**src/rtl/enc2_input_debounce_if.sv**
```systemverilog
// rtl/enc2_input_debounce_if.sv - raw request lines in, debounced levels and edge pulses out
//
// Signals:
//   D_raw          [3:0] raw asynchronous request lines, bit i maps to Di
//   D0..D3               debounced levels, wired straight to the Enc_2 D inputs
//   press          [3:0] one-cycle pulse when debounced bit i goes 0->1
//   release_pulse  [3:0] one-cycle pulse when debounced bit i goes 1->0
//   changed              OR of press and release_pulse, same cycle
//
// master: the side that owns the raw lines and consumes the debounced view.
// slave:  the debounce block itself.
interface enc2_input_debounce_if;
  logic [3:0] D_raw;
  logic       D0;
  logic       D1;
  logic       D2;
  logic       D3;
  logic [3:0] press;
  logic [3:0] release_pulse;
  logic       changed;

  modport master (
    output D_raw,
    input  D0, D1, D2, D3,
    input  press, release_pulse, changed
  );

  modport slave (
    input  D_raw,
    output D0, D1, D2, D3,
    output press, release_pulse, changed
  );
endinterface

```
**src/rtl/enc2_input_debounce.sv**
```systemverilog
// rtl/enc2_input_debounce.sv - four-channel synchronise-and-debounce front end for Enc_2
//
// Ports:
//   clk  system clock, all state moves on the rising edge
//   rst  synchronous active-high reset, clears every flop
//   bus  enc2_input_debounce_if.slave
//          D_raw in, D0..D3 / press / release_pulse / changed out (all registered)
//
// Each channel runs a two-flop synchroniser followed by a counter that must
// see STABLE_CYCLES consecutive disagreeing samples before the debounced
// level follows. Any agreeing sample in between restarts the count, so
// shorter glitches never reach the outputs.
module enc2_input_debounce #(
  parameter int STABLE_CYCLES = 8,
  parameter int CNT_W         = 4
) (
  input  logic                   clk,
  input  logic                   rst,
  enc2_input_debounce_if.slave   bus
);

  // Per-channel view: STABLE while the synchronised sample matches the
  // debounced level, COUNTING while it disagrees.
  localparam logic [0:0] ST_STABLE   = 1'b0;
  localparam logic [0:0] ST_COUNTING = 1'b1;

  localparam logic [CNT_W-1:0] CNT_LAST = CNT_W'(STABLE_CYCLES - 1);
  localparam logic [CNT_W-1:0] CNT_ONE  = CNT_W'(1);

  logic [3:0]       sync1;
  logic [3:0]       sync2;
  logic [3:0]       level;
  logic [CNT_W-1:0] cnt [4];
  logic [0:0]       state [4];
  logic [3:0]       flip;
  logic [3:0]       press_q;
  logic [3:0]       release_q;
  logic             changed_q;

  always_comb begin
    for (int i = 0; i < 4; i++) begin
      state[i] = (sync2[i] != level[i]) ? ST_COUNTING : ST_STABLE;
      // The final disagreeing sample flips the level at this edge.
      flip[i]  = (state[i] == ST_COUNTING) && (cnt[i] == CNT_LAST);
    end
  end

  always_ff @(posedge clk) begin
    if (rst) begin
      sync1     <= '0;
      sync2     <= '0;
      level     <= '0;
      press_q   <= '0;
      release_q <= '0;
      changed_q <= 1'b0;
      for (int i = 0; i < 4; i++) begin
        cnt[i] <= '0;
      end
    end else begin
      sync1 <= bus.D_raw;
      sync2 <= sync1;
      for (int i = 0; i < 4; i++) begin
        if (state[i] == ST_STABLE) begin
          cnt[i] <= '0;
        end else if (flip[i]) begin
          level[i] <= sync2[i];
          cnt[i]   <= '0;
        end else begin
          cnt[i] <= cnt[i] + CNT_ONE;
        end
      end
      // Pulses land in the same cycle the new level becomes visible.
      press_q   <= flip & sync2;
      release_q <= flip & ~sync2;
      changed_q <= |flip;
    end
  end

  assign bus.D0            = level[0];
  assign bus.D1            = level[1];
  assign bus.D2            = level[2];
  assign bus.D3            = level[3];
  assign bus.press         = press_q;
  assign bus.release_pulse = release_q;
  assign bus.changed       = changed_q;

endmodule
```
**src/flat_wrapper.sv**
```systemverilog
// flat-port wrapper written by rule: the top's interface ports become plain ports
module enc2_input_debounce_flat 
#(
  parameter int STABLE_CYCLES = 8,
  parameter int CNT_W         = 4
)
  (clk, rst, bus_D_raw, bus_D0, bus_D1, bus_D2, bus_D3, bus_press, bus_release_pulse, bus_changed);
  enc2_input_debounce_if bus_i ();
  input  logic clk;
  input  logic rst;
  input wire logic [$bits(bus_i.D_raw)-1:0] bus_D_raw;
  output wire logic [$bits(bus_i.D0)-1:0] bus_D0;
  output wire logic [$bits(bus_i.D1)-1:0] bus_D1;
  output wire logic [$bits(bus_i.D2)-1:0] bus_D2;
  output wire logic [$bits(bus_i.D3)-1:0] bus_D3;
  output wire logic [$bits(bus_i.press)-1:0] bus_press;
  output wire logic [$bits(bus_i.release_pulse)-1:0] bus_release_pulse;
  output wire logic [$bits(bus_i.changed)-1:0] bus_changed;
  assign bus_i.D_raw = bus_D_raw;
  assign bus_D0 = bus_i.D0;
  assign bus_D1 = bus_i.D1;
  assign bus_D2 = bus_i.D2;
  assign bus_D3 = bus_i.D3;
  assign bus_press = bus_i.press;
  assign bus_release_pulse = bus_i.release_pulse;
  assign bus_changed = bus_i.changed;
  enc2_input_debounce #(.STABLE_CYCLES(STABLE_CYCLES), .CNT_W(CNT_W)) u_core (.clk(clk), .rst(rst), .bus(bus_i));
endmodule
```
**config.mk**
```make
export PLATFORM = sky130hd
export DESIGN_NAME = enc2_input_debounce_flat
export DESIGN_NICKNAME = d
export VERILOG_FILES = /design/src/rtl/enc2_input_debounce_if.sv /design/src/rtl/enc2_input_debounce.sv /design/src/flat_wrapper.sv
export SDC_FILE = /design/constraint.sdc
export NUM_CORES = 1
export LEC_CHECK = 0
export ABC_AREA = 1
export BUFFER_PORTS_ARGS = -buffer_cell sky130_fd_sc_hd__buf_2
export CAP_MARGIN = 20
export CORE_UTILIZATION = 40
export CTS_CLUSTER_SIZE = 16
export DETAILED_ROUTE_END_ITERATION = 10
export SLEW_MARGIN = 20
export SYNTH_ARGS = -nofsm -noshare
export SYNTH_HDL_FRONTEND = slang
export SYNTH_SLANG_ARGS = --single-unit
```
**constraint.sdc**
```tcl
create_clock -name clk -period 1.25 [get_ports clk]
set_input_delay 0.1875 -clock clk [delete_from_list [all_inputs] [get_ports clk]]
set_output_delay 0.1875 -clock clk [all_outputs]
set_load 0.02 [all_outputs]
```
# After elaboration in Yosys (flattened, before gate mapping)
# Memories as Yosys holds them, arrays and structs flattened.
# Cells that the tools add are included.
dict set report word_totals {
  in_bits 6
  latch_bits 0
  rom_bits 0
  mem_count 1
  ramBits 16
  word_cells 108
  output_inout_bits 13
  register_bits 21
}
# name depth width rd rd_clocked_by_memory_dff wr line_no
set mem_list {}
lappend mem_list {u_core.cnt 4 4 4 0 4 enc2_input_debounce.sv:33} ;# logic [CNT_W-1:0] cnt [4];
dict set report op_classes {
  n_bitwise 15
  reduce_logical 9
  multipliers 0
  div_mod_pow 0
  shifts 0
  magnitude_cmp 0
  n_eq_ne 8
  mux 62
  addsub 4
}
# cell count
set ops {}
lappend ops {{1-bit two-way mux} 50}
lappend ops {{4-bit two-way mux} 12}
lappend ops {{4-bit by 1-bit adder with 4-bit output, second input constant} 4}
lappend ops {{4-bit by 3-bit equality test with 1-bit output, second input constant} 4}
lappend ops {{1-bit bitwise OR} 12}
lappend ops {{4-bit bitwise AND} 2}
lappend ops {{2-bit AND reduction} 4}
lappend ops {{1-bit logical AND} 4}
lappend ops {{1-bit != test} 4}
lappend ops {{4-bit inverter} 1}
lappend ops {{4-bit OR reduction} 1}

# Logic depth before layout (Yosys ltp)
# Gate-level depths: netlist of run 1.
dict set report depth {
  word_depth 9
  ltp_mapped 7
  mapped_depth_nobuf 7
}

# Least setup slack after synthesis of run 1
# Ideal clock, no wire load.
dict set report synth_timing {
  path_type {reg-to-reg}
  startpoint {memory u_core.cnt[1][0], in the netlist u_core.cnt[0][4]}
  endpoint {memory u_core.cnt[1][2], in the netlist u_core.cnt[0][6] (data pin)}
  arrival_ps 1008
  setup_ps 157
  path_buffers 0
  required_time_ps 1093
  synth_period_minus_slack_ps 1165
  path_stages_with_launch 7
  slack_ps 85
  cell_sequence {edfxtp_1 > ha_1 > nand2_1 > nor2_2 > nor2_1 > nand2_1 > nor3_1}
}
# item line_no
set synth_lines {}
lappend synth_lines {{start, declared} enc2_input_debounce.sv:33}

==> metrics, run 1 <==
status=finished clean; synth unique cells=18; Core Footprint=3440 um2; crit path time final=1.23 ns; Placer Congestion=0.728; drt drc=0; final instance area=1890 um2; nature of the critical path endpoint=flop; Vias/cell=4.25; WS Path Type=flop to flop; DR pass1 iterations=3; # nets final=216; share of layout cells above drive strength 1=27.7%; Starting Density=43.3%; pwr dens=1200 nW/um2; Register-to-Register Setup Slack=0.02 ns; CTS tree=built; Clock Skew=0.00578 ns; dpl ws=-0.0338 ns; CTS H-tree depth=2; vias in the first global route=1,006; worst IR drop on VDD=0.789 mV; width of the die=63.0 um; WL final=2490 um; area growth from synthesis to layout=26.9%; first-pass GRT wire length=4190 um; Detail Placement HPWL=1750 um; Antenna Nets Post-Route=0; Worst R2R Start=u_core.cnt[0][0]; Data arrival, critical path=1.37 ns; Mapped Area=1490 um2; Post-Syn Instances=159; average cell area after synthesis=9.36 um2; initial DRC count=42; worst reg-to-reg path cell count=6; unrepaired setup endpoints after global routing=yes; CP Launch Point=u_core.cnt[0][0]; period utilization=98.7%; Root Buffer=clkbuf_8; IO buf count=18; Synth Register Bits=37; Worst Hold Class=input port to flop; worst r2r dst=u_core.cnt[0][2]; Fin. Hold Viols=0; row cnt=21; total grt overflow=0; CP startpoint kind=flop; PnR worst setup slack=0.0160 ns; largest net degree at the start of global routing=11; clock slew at reported path FFs=0.07 ns; Die Y=63.0 um; cts bufs inserted=5; Die Area=3970 um2; initial antenna violation count=0; diode count=0; clock sink count=37; register area share after synthesis=60.5%; fin. max-slew vios=0; Cell Count, Final, Fillers Out=252; Skew-Pair Late Insertion Delay=0.29 ns; Power, Total=2280 uW; WL per Instance=9.87 um; Max Cap Viol=0; placed insts=241; critical path peak fanout=4; Total GRT Usage=14.2%; Req. time, crit path=1.39 ns; Area after DPL=1720 um2; worst setup path end=u_core.cnt[0][2]; Leakage=0.000882 uW; setup violators final=0; I/O pins=19; Clock Path Buffers=2; Peak Freq=810 MHz; via count=1,072; CTS Hold Bufs=0; Ys Warns=0
[routing by layer]
metal	track usage (%)	vias up	share of wire, %	wire length [um]
li1	-	565	-	-
met1	16.6	481	47	1160
met2	21.0	19	45	1130
met3	4.74	7	4.6	115
met4	11.3	0	3.3	81
met5	0	-	0	0
[power breakdown]
group / switching [uW] / internal [uW] / leakage [uW]
combinational: 74.8 / 50.5 / 0.000502
sequential: 24.4 / 1300 / 0.000336
clock: 392 / 437 / 0.0000443
total: 491 / 1790 / 0.000882
[kinds of logic after synthesis]
logic type | count (synthesis) | synth area share [%]
AOI/OAI and AO/OA | 4 | 1.51
xor gates and xnor gates | 4 | 2.35
adders and majority gates | 4 | 3.36
buffers and inverters | 26 | 6.64
DFF | 37 | 60.5
other | 1 | 0.252
and+or+nand+nor | 83 | 25.4
[worst min path at each step]
stage / slack [ns] / from / endpoint / cells past startpoint
4_1_cts: 0.09 / bus_D_raw[0] / u_core.sync1[0] / 3
3_5_place_dp: 0.39 / u_core.sync1[2] / u_core.sync2[2] / 2
3_3_place_gp: 0.39 / bus_D_raw[3] / u_core.sync1[3] / 3
5_1_grt: 0.09 / bus_D_raw[3] / u_core.sync1[3] / 3
6_report: 0.10 / bus_D_raw[0] / u_core.sync1[0] / 3
2_1_floorplan: 0.29 / bus_D_raw[0] / u_core.sync1[0] / 2
[sequential cells by signal, summed over array words and instances, names as in the netlist]
signal	flops
u_core.level	4
u_core.bus.press	4
u_core.bus.release_pulse	4
u_core.bus.changed	1
u_core.cnt	16
u_core.sync1	4
u_core.sync2	4
[cells in the final DEF, fill, tap and decap left out]
cell and instances:
nor2_4 4, nor3_2 4, nand2_2 8, nand3b_4 1, nand3_1 8, edfxtp_1 16
o21ai_1 3, a211oi_1 1, buf_2 18, inv_1 25, nor2_2 4, dfxtp_1 21
conb_1 16, nand2_1 20, nor2_1 34, ha_2 4, clkbuf_8 6, xor2_1 4
buf_4 8, clkbuf_1 1
[Yosys cell counts]
master | number | share of area [%]
nor2_1 | 38 | 9.6
nand2_1 | 26 | 6.6
inv_1 | 25 | 6.3
dfxtp_1 | 21 | 28
edfxtp_1 | 16 | 32
nand3_1 | 8 | 2.7
ha_1 | 4 | 3.4
xor2_1 | 4 | 2.4
nor2_2 | 3 | 1.3
nor3_2 | 3 | 2.0
o21ai_1 | 3 | 1.0
nand2_2 | 2 | 0.84
a211oi_1 | 1 | 0.50
buf_2 | 1 | 0.34
conb_1 | 1 | 0.25
nand3b_4 | 1 | 1.3
nor2_4 | 1 | 0.76
nor3_1 | 1 | 0.34
[layout make-up]
class,count,area (um2)
Clock buffer,7,86.3
Tap cell,46,57.6
Timing Repair Buffer,26,150
Inverter,25,93.8
Sequential cell,37,901
Fill cell,332,1550
Multi-Input combinational cell,111,601
[stage by stage]
step | setup TNS [ns] | hold WS (ns) | util, %
final | 0 | 0.104 | 54.9
after floorplan | 0 | 0.294 | -
after global routing | -0.578 | 0.0949 | 54.9
after CTS | 0 | 0.0905 | 52.9
after global placement | -0.0199 | 0.390 | 49.9
after detailed placement | -0.0995 | 0.395 | 49.9
[critical path, cell delays in order (launching register included)]
cell and delay (ns):
edfxtp_1 0.40, ha_2 0.21, nand2_2 0.10, nor2_4 0.04, nor2_1 0.11, nand2_2 0.10, nor3_2 0.12
[repair_timing]
item	CTS	global route
buffers inserted	1	3
setup endpoints to repair	6	17
gates resized for setup	3	15
pin swaps	0	5
(Power assumes the default switching activity.)
==> run 2, diff against run 1 <==
CTS_BUF_LIST = sky130_fd_sc_hd__clkbuf_8   (was default)
==> run 2 against run 1 <==
  * Clock skew is essentially flat
  * Final area is the same
  * Sequential cell count is the same
  * Critical path type unchanged
  * Sequential power is essentially flat
  * Combinational power is essentially flat
  * Routed wire length is essentially flat
  * Non-clock buffer count is the same
  * First-iteration DRC count shrank 2.4%
  * Total power shrank 0.32%
  * Clock power shrank 1%
  * Critical endpoint unchanged
  * Utilization is the same
==> metrics, run 2 (synthesis gave the netlist of run 1 again) <==
most common cell after layout, fill and taps aside=nor2_1; nature of the critical path endpoint=flop; Power, Total=2270 uW (-0.32%); area growth from synthesis to layout=26.9% (unchanged); IO buf count=18 (unchanged); CTS Hold Bufs=0 (unchanged); largest net degree at the start of global routing=11 (unchanged); Fin. Hold Viols=0 (unchanged); clock share of power=36.2% (-0.2 points); initial antenna violation count=0 (unchanged); Net Sw Power=492 uW (+0.20%); CP Launch Point=u_core.cnt[0][0]; CTS tree=built; Sequential Power Share=58.3% (+0.2 points); Placer Congestion=0.728 (unchanged); status=finished clean; Antenna Nets Post-Route=0 (unchanged); Worst R2R Start=u_core.cnt[0][0]; cts bufs inserted=5 (unchanged); Req. time, crit path=1.39 ns (about the same); combinational share of power=5.5% (about the same); Core Footprint=3440 um2 (unchanged); internal power=1780 uW (-0.46%); width of the die=63.0 um (unchanged); period utilization=98.7% (about the same); Area after DPL=1720 um2 (unchanged); setup violators final=0 (unchanged); fin. max-slew vios=0 (unchanged); worst IR drop on VDD=0.788 mV (about the same); WHS Path Cells=3 (unchanged); Vias/cell=4.25 (unchanged); Cell Count, Final, Fillers Out=252 (unchanged); Biggest register=u_core.cnt; switching part of the total power=21.7% (+0.11 points); worst setup path end=u_core.cnt[0][2]; Die Area=3970 um2 (unchanged); initial DRC count=41 (-2.4%); placed insts=241 (unchanged); Total GRT Usage=14.2% (unchanged); via count=1,072 (unchanged); worst r2r dst=u_core.cnt[0][2]; Root Buffer=clkbuf_8; Clock Skew=0.00578 ns (+0.0000000600 ns); CP startpoint kind=flop; highest-count cells in the layout ignoring fill and taps=nor2_1, inv_1, dfxtp_1; Worst path max stage delay=0.40 ns (about the same); drt drc=0 (unchanged); vias in the first global route=1,006 (unchanged); CP max-delay cell=edfxtp_1; total grt overflow=0 (unchanged); max reg flops=16 (unchanged); share of layout cells above drive strength 1=27.7% (unchanged); DR pass1 iterations=3 (unchanged); WL final=2490 um (about the same); Register-to-Register Setup Slack=0.02 ns (about the same); WL per Instance=9.87 um (about the same); I/O pins=19 (unchanged); Clock Path Buffers=2 (unchanged); worst reg-to-reg path cell count=6 (unchanged); Skew-Pair Late Insertion Delay=0.29 ns (about the same); unrepaired setup endpoints after global routing=yes; row cnt=21 (unchanged); pwr dens=1200 nW/um2 (-0.32%); # nets final=216 (unchanged); diode count=0 (unchanged); crit path time final=1.23 ns (-0.000494 ns); Worst Hold Class=input port to flop; most frequent CP cell=nand2_2; Starting Density=43.3% (unchanged); Die Y=63.0 um (unchanged); Max Cap Viol=0 (unchanged); Peak Freq=811 MHz (about the same); Leakage=0.000887 uW (+0.47%); first-pass GRT wire length=4190 um (unchanged); critical path peak fanout=4 (unchanged); worst path cell trace=ha_2 -> nand2_2 -> nor2_4 -> nor2_1 -> nand2_2 -> nor3_2; Detail Placement HPWL=1750 um (unchanged); WS Path Type=flop to flop; Data arrival, critical path=1.37 ns (about the same); clock sink count=37 (unchanged); final instance area=1890 um2 (unchanged); clock slew at reported path FFs=0.07 ns (about the same); CTS H-tree depth=2 (unchanged)
## run 2: changes by cell type in the layout (fill, tap and decap cells not counted)
cell / delta
clkbuf_1: -1
inv_1: +1
## run 2: layout make-up
class                           instances  area [um2]
Clock buffer                            6        82.6
Clock inverter                          1        3.75
Fill cell                             332        1550
Inverter                               25        93.8
Multi-Input combinational cell        111         601
Sequential cell                        37         901
Tap cell                               46        57.6
Timing Repair Buffer                   26         150
## run 2: metrics by stage
stage	setup TNS, ns	utilization [%]	hold WS, ns	setup WS (ns)
detailed placement	-0.0995	49.9	0.395	-0.0338
CTS	0	52.9	0.0905	0.00139
finish	0	54.9	0.104	0.0165
global route	-0.578	54.9	0.0949	-0.0708
floorplan	0	-	0.294	0.0850
global placement	-0.0199	49.9	0.390	-0.0137
## run 2: critical path: cells and delay by family, from the launching register on
kind | cells | cell delay, ns
adders and majority gates | 1 | 0.21
DFF | 1 | 0.40
and+or+nand+nor | 5 | 0.47
## run 2: how the worst min path moves through the flow
stage	start	to
global placement	bus_D_raw[3]	u_core.sync1[3]
CTS	bus_D_raw[0]	u_core.sync1[0]
global route	bus_D_raw[3]	u_core.sync1[3]
finish	bus_D_raw[0]	u_core.sync1[0]
floorplan	bus_D_raw[0]	u_core.sync1[0]
detailed placement	u_core.sync1[2]	u_core.sync2[2]
## run 2: what timing repair did
action / in CTS / in global routing
gates resized for setup: 3 / 15
pin swaps: 0 / 5
setup endpoints to repair: 6 / 17
setup buffers: 1 / 3
## run 2: power groups by stage
stage | Sequential (uW) | Combinational [uW] | Clock (uW)
final | 1320 | 125 | 821
after global routing | 1330 | 146 | 903
after CTS | 1320 | 113 | 852
after detailed placement | 1350 | 108 | 0
after global placement | 1340 | 105 | 0
after floorplan | 1340 | 74.9 | 0
## run 2: per-layer routing
layer,GRT usage [%],part of all wire [%],vias to the layer above
li1,-,-,565
met3,4.74,4.6,7
met2,21.0,45,19
met1,16.6,47,481
met5,0,0,-
met4,11.3,3.3,0
==> run 3, diff against run 2 <==
SETUP_SLACK_MARGIN = 0.02   (was default)
clock period = 1 ns   (was 1.25 ns; I/O delays follow)
==> run 3 against run 2 <==
  * The run now ends with negative setup slack left
  * Critical endpoint unchanged
  * Hold slack lost 0.042 ns
  * Largest power group unchanged
  * Register-to-register slack lost 0.25 ns
  * Clock power rose by 86%
  * Global-route usage grew 1.9 points
  * First-iteration DRC count down 7.3%
  * Sequential share of layout area shrank 6.7 points
  * Utilization rose by 9.7 points
  * Combinational power up 73%
  * Count of clock-buffer cells in the layout shrank 1
  * Final cell count grew 8.3%
  * Sequential power increased by 25%
==> metrics, run 3 (synthesis gave the netlist of run 1 again) <==
status=complete, but fails checks; failing checks=negative setup slack; diode count=0 (unchanged); Root Buffer=clkbuf_8; nature of the critical path endpoint=flop; via count=1,169 (+9.0%); Core Footprint=3440 um2 (unchanged); first-pass GRT wire length=4800 um (+14%); setup TNS=-4.53 ns (-4.53 ns); Skew-Pair Late Insertion Delay=0.29 ns (about the same); Antenna Nets Post-Route=0 (unchanged); Vias/cell=4.28 (+0.66%); # nets final=236 (+9.3%); Detail Placement HPWL=1910 um (+9.4%); Data arrival, critical path=1.37 ns (about the same); total grt overflow=0 (unchanged); Placer Congestion=0.717 (-1.5%); Die Y=63.0 um (unchanged); Fin. Hold Viols=0 (unchanged); initial DRC count=38 (-7.3%); Clock Skew=0.00475 ns (-0.00103 ns); CTS Hold Bufs=0 (unchanged); critical path peak fanout=4 (unchanged); Clock Path Buffers=2 (unchanged); share of layout cells above drive strength 1=46.3% (+19 points); final instance area=2220 um2 (+18%); vias in the first global route=1,160 (+15%); Peak Freq=811 MHz (about the same); Worst Hold Class=input port to flop; unrepaired setup endpoints after global routing=yes; area growth from synthesis to layout=49.3%; CP startpoint kind=flop; clock sink count=37 (unchanged); largest net degree at the start of global routing=13 (+2); period utilization=123% (+25 points); Leakage=0.00105 uW (+19%); max reg flops=16 (unchanged); PnR worst setup slack=-0.232 ns (-0.249 ns); fin. max-slew vios=0 (unchanged); setup violators final=30 (+30); row cnt=21 (unchanged); Starting Density=43.3% (unchanged); clock slew at reported path FFs=0.07 ns (about the same); crit path time final=1.23 ns (-0.00115 ns); worst IR drop on VDD=1.17 mV (+48%); CTS tree=built; Fillers=288 (-13%); Die Area=3970 um2 (unchanged); WL final=2940 um (+18%); cts bufs inserted=5 (unchanged); Biggest register=u_core.cnt; Req. time, crit path=1.13 ns (-0.26 ns); Max Cap Viol=0 (unchanged); Total GRT Usage=16.1% (+1.9 points); highest-count cells in the layout ignoring fill and taps=nor2_1, buf_4, inv_1; drt drc=0 (unchanged); I/O pins=19 (unchanged); pwr dens=1520 nW/um2 (+27%); width of the die=63.0 um (unchanged); CTS H-tree depth=2 (unchanged); Area after DPL=1830 um2 (+6.3%); WL per Instance=10.8 um (+9.2%); WS Path Type=flop to flop; DR pass1 iterations=6 (+3); IO buf count=18 (unchanged); initial antenna violation count=0 (unchanged)
## run 3: cell count changes in the layout (fill, tap and decap cells not counted), sizes merged
cell | previous run | this run
inv | 26 | 25
clkbuf | 6 | 5
clkinv | 0 | 1
bufinv | 0 | 2
buf | 26 | 46
## run 3: through the flow
step / cells / total power (uW) / hold slack, ns / utilization [%] / setup slack, ns
global route: 273 / 3520 / 0.0647 / 64.6 / -0.291
global placement: 253 / 1840 / 0.353 / 53.0 / -0.212
floorplan: 174 / 1770 / 0.257 / - / -0.153
CTS: 265 / 3380 / 0.0566 / 61.0 / -0.217
detailed placement: 253 / 1850 / 0.362 / 53.0 / -0.261
finish: 273 / 3390 / 0.0618 / 64.6 / -0.232
## run 3: routing by layer
layer,vias to the layer above,share of wire [%],track usage (%)
li1,608,-,-
met1,525,40,16.5
met2,28,53,28.5
met3,8,4.5,6.57
met4,0,2.1,6.98
met5,-,0,0
## run 3: worst paths after layout
| kind | from | end | cells past startpoint | slack [ns] |
|---|---|---|---|---|
| max | u_core.cnt[0][0] | u_core.cnt[0][2] | 6 | -0.23 |
| min | bus_D_raw[3] | u_core.sync1[3] | 3 | 0.06 |
| max reg2reg | u_core.cnt[0][0] | u_core.cnt[0][2] | 6 | -0.23 |
| min reg2reg | u_core.sync1[3] | u_core.sync2[3] | 2 | 0.41 |
## run 3: repair_timing
action                                  CTS  global route
setup buffers                             5             8
resized for setup                        35            20
pin swaps                                13             8
endpoints found under the setup margin   33            32
gates cloned                              0             0
## run 3: worst max-delay path, cell delays in order, from the launching register on
cell and delay (ns):
edfxtp_1 0.39, ha_2 0.21, nand2_2 0.10, nor2_4 0.05, nor2_2 0.09, nand2_2 0.10
nor3_2 0.13
## run 3: area by class of cell
type	count	area (um2)	share of cell area, %
flip-flops and latches	37	911	41.0
multi-input cells	111	689	31.0
repair buffers	46	338	15.2
inverters	25	93.8	4.22
clock buffers	5	68.8	3.10
well taps	46	57.6	2.59
clock inverters	3	65.1	2.93
## run 3: power by group
group,internal (uW),switching (uW)
Sequential,1620,31.1
Combinational,99.5,116
Clock,991,535
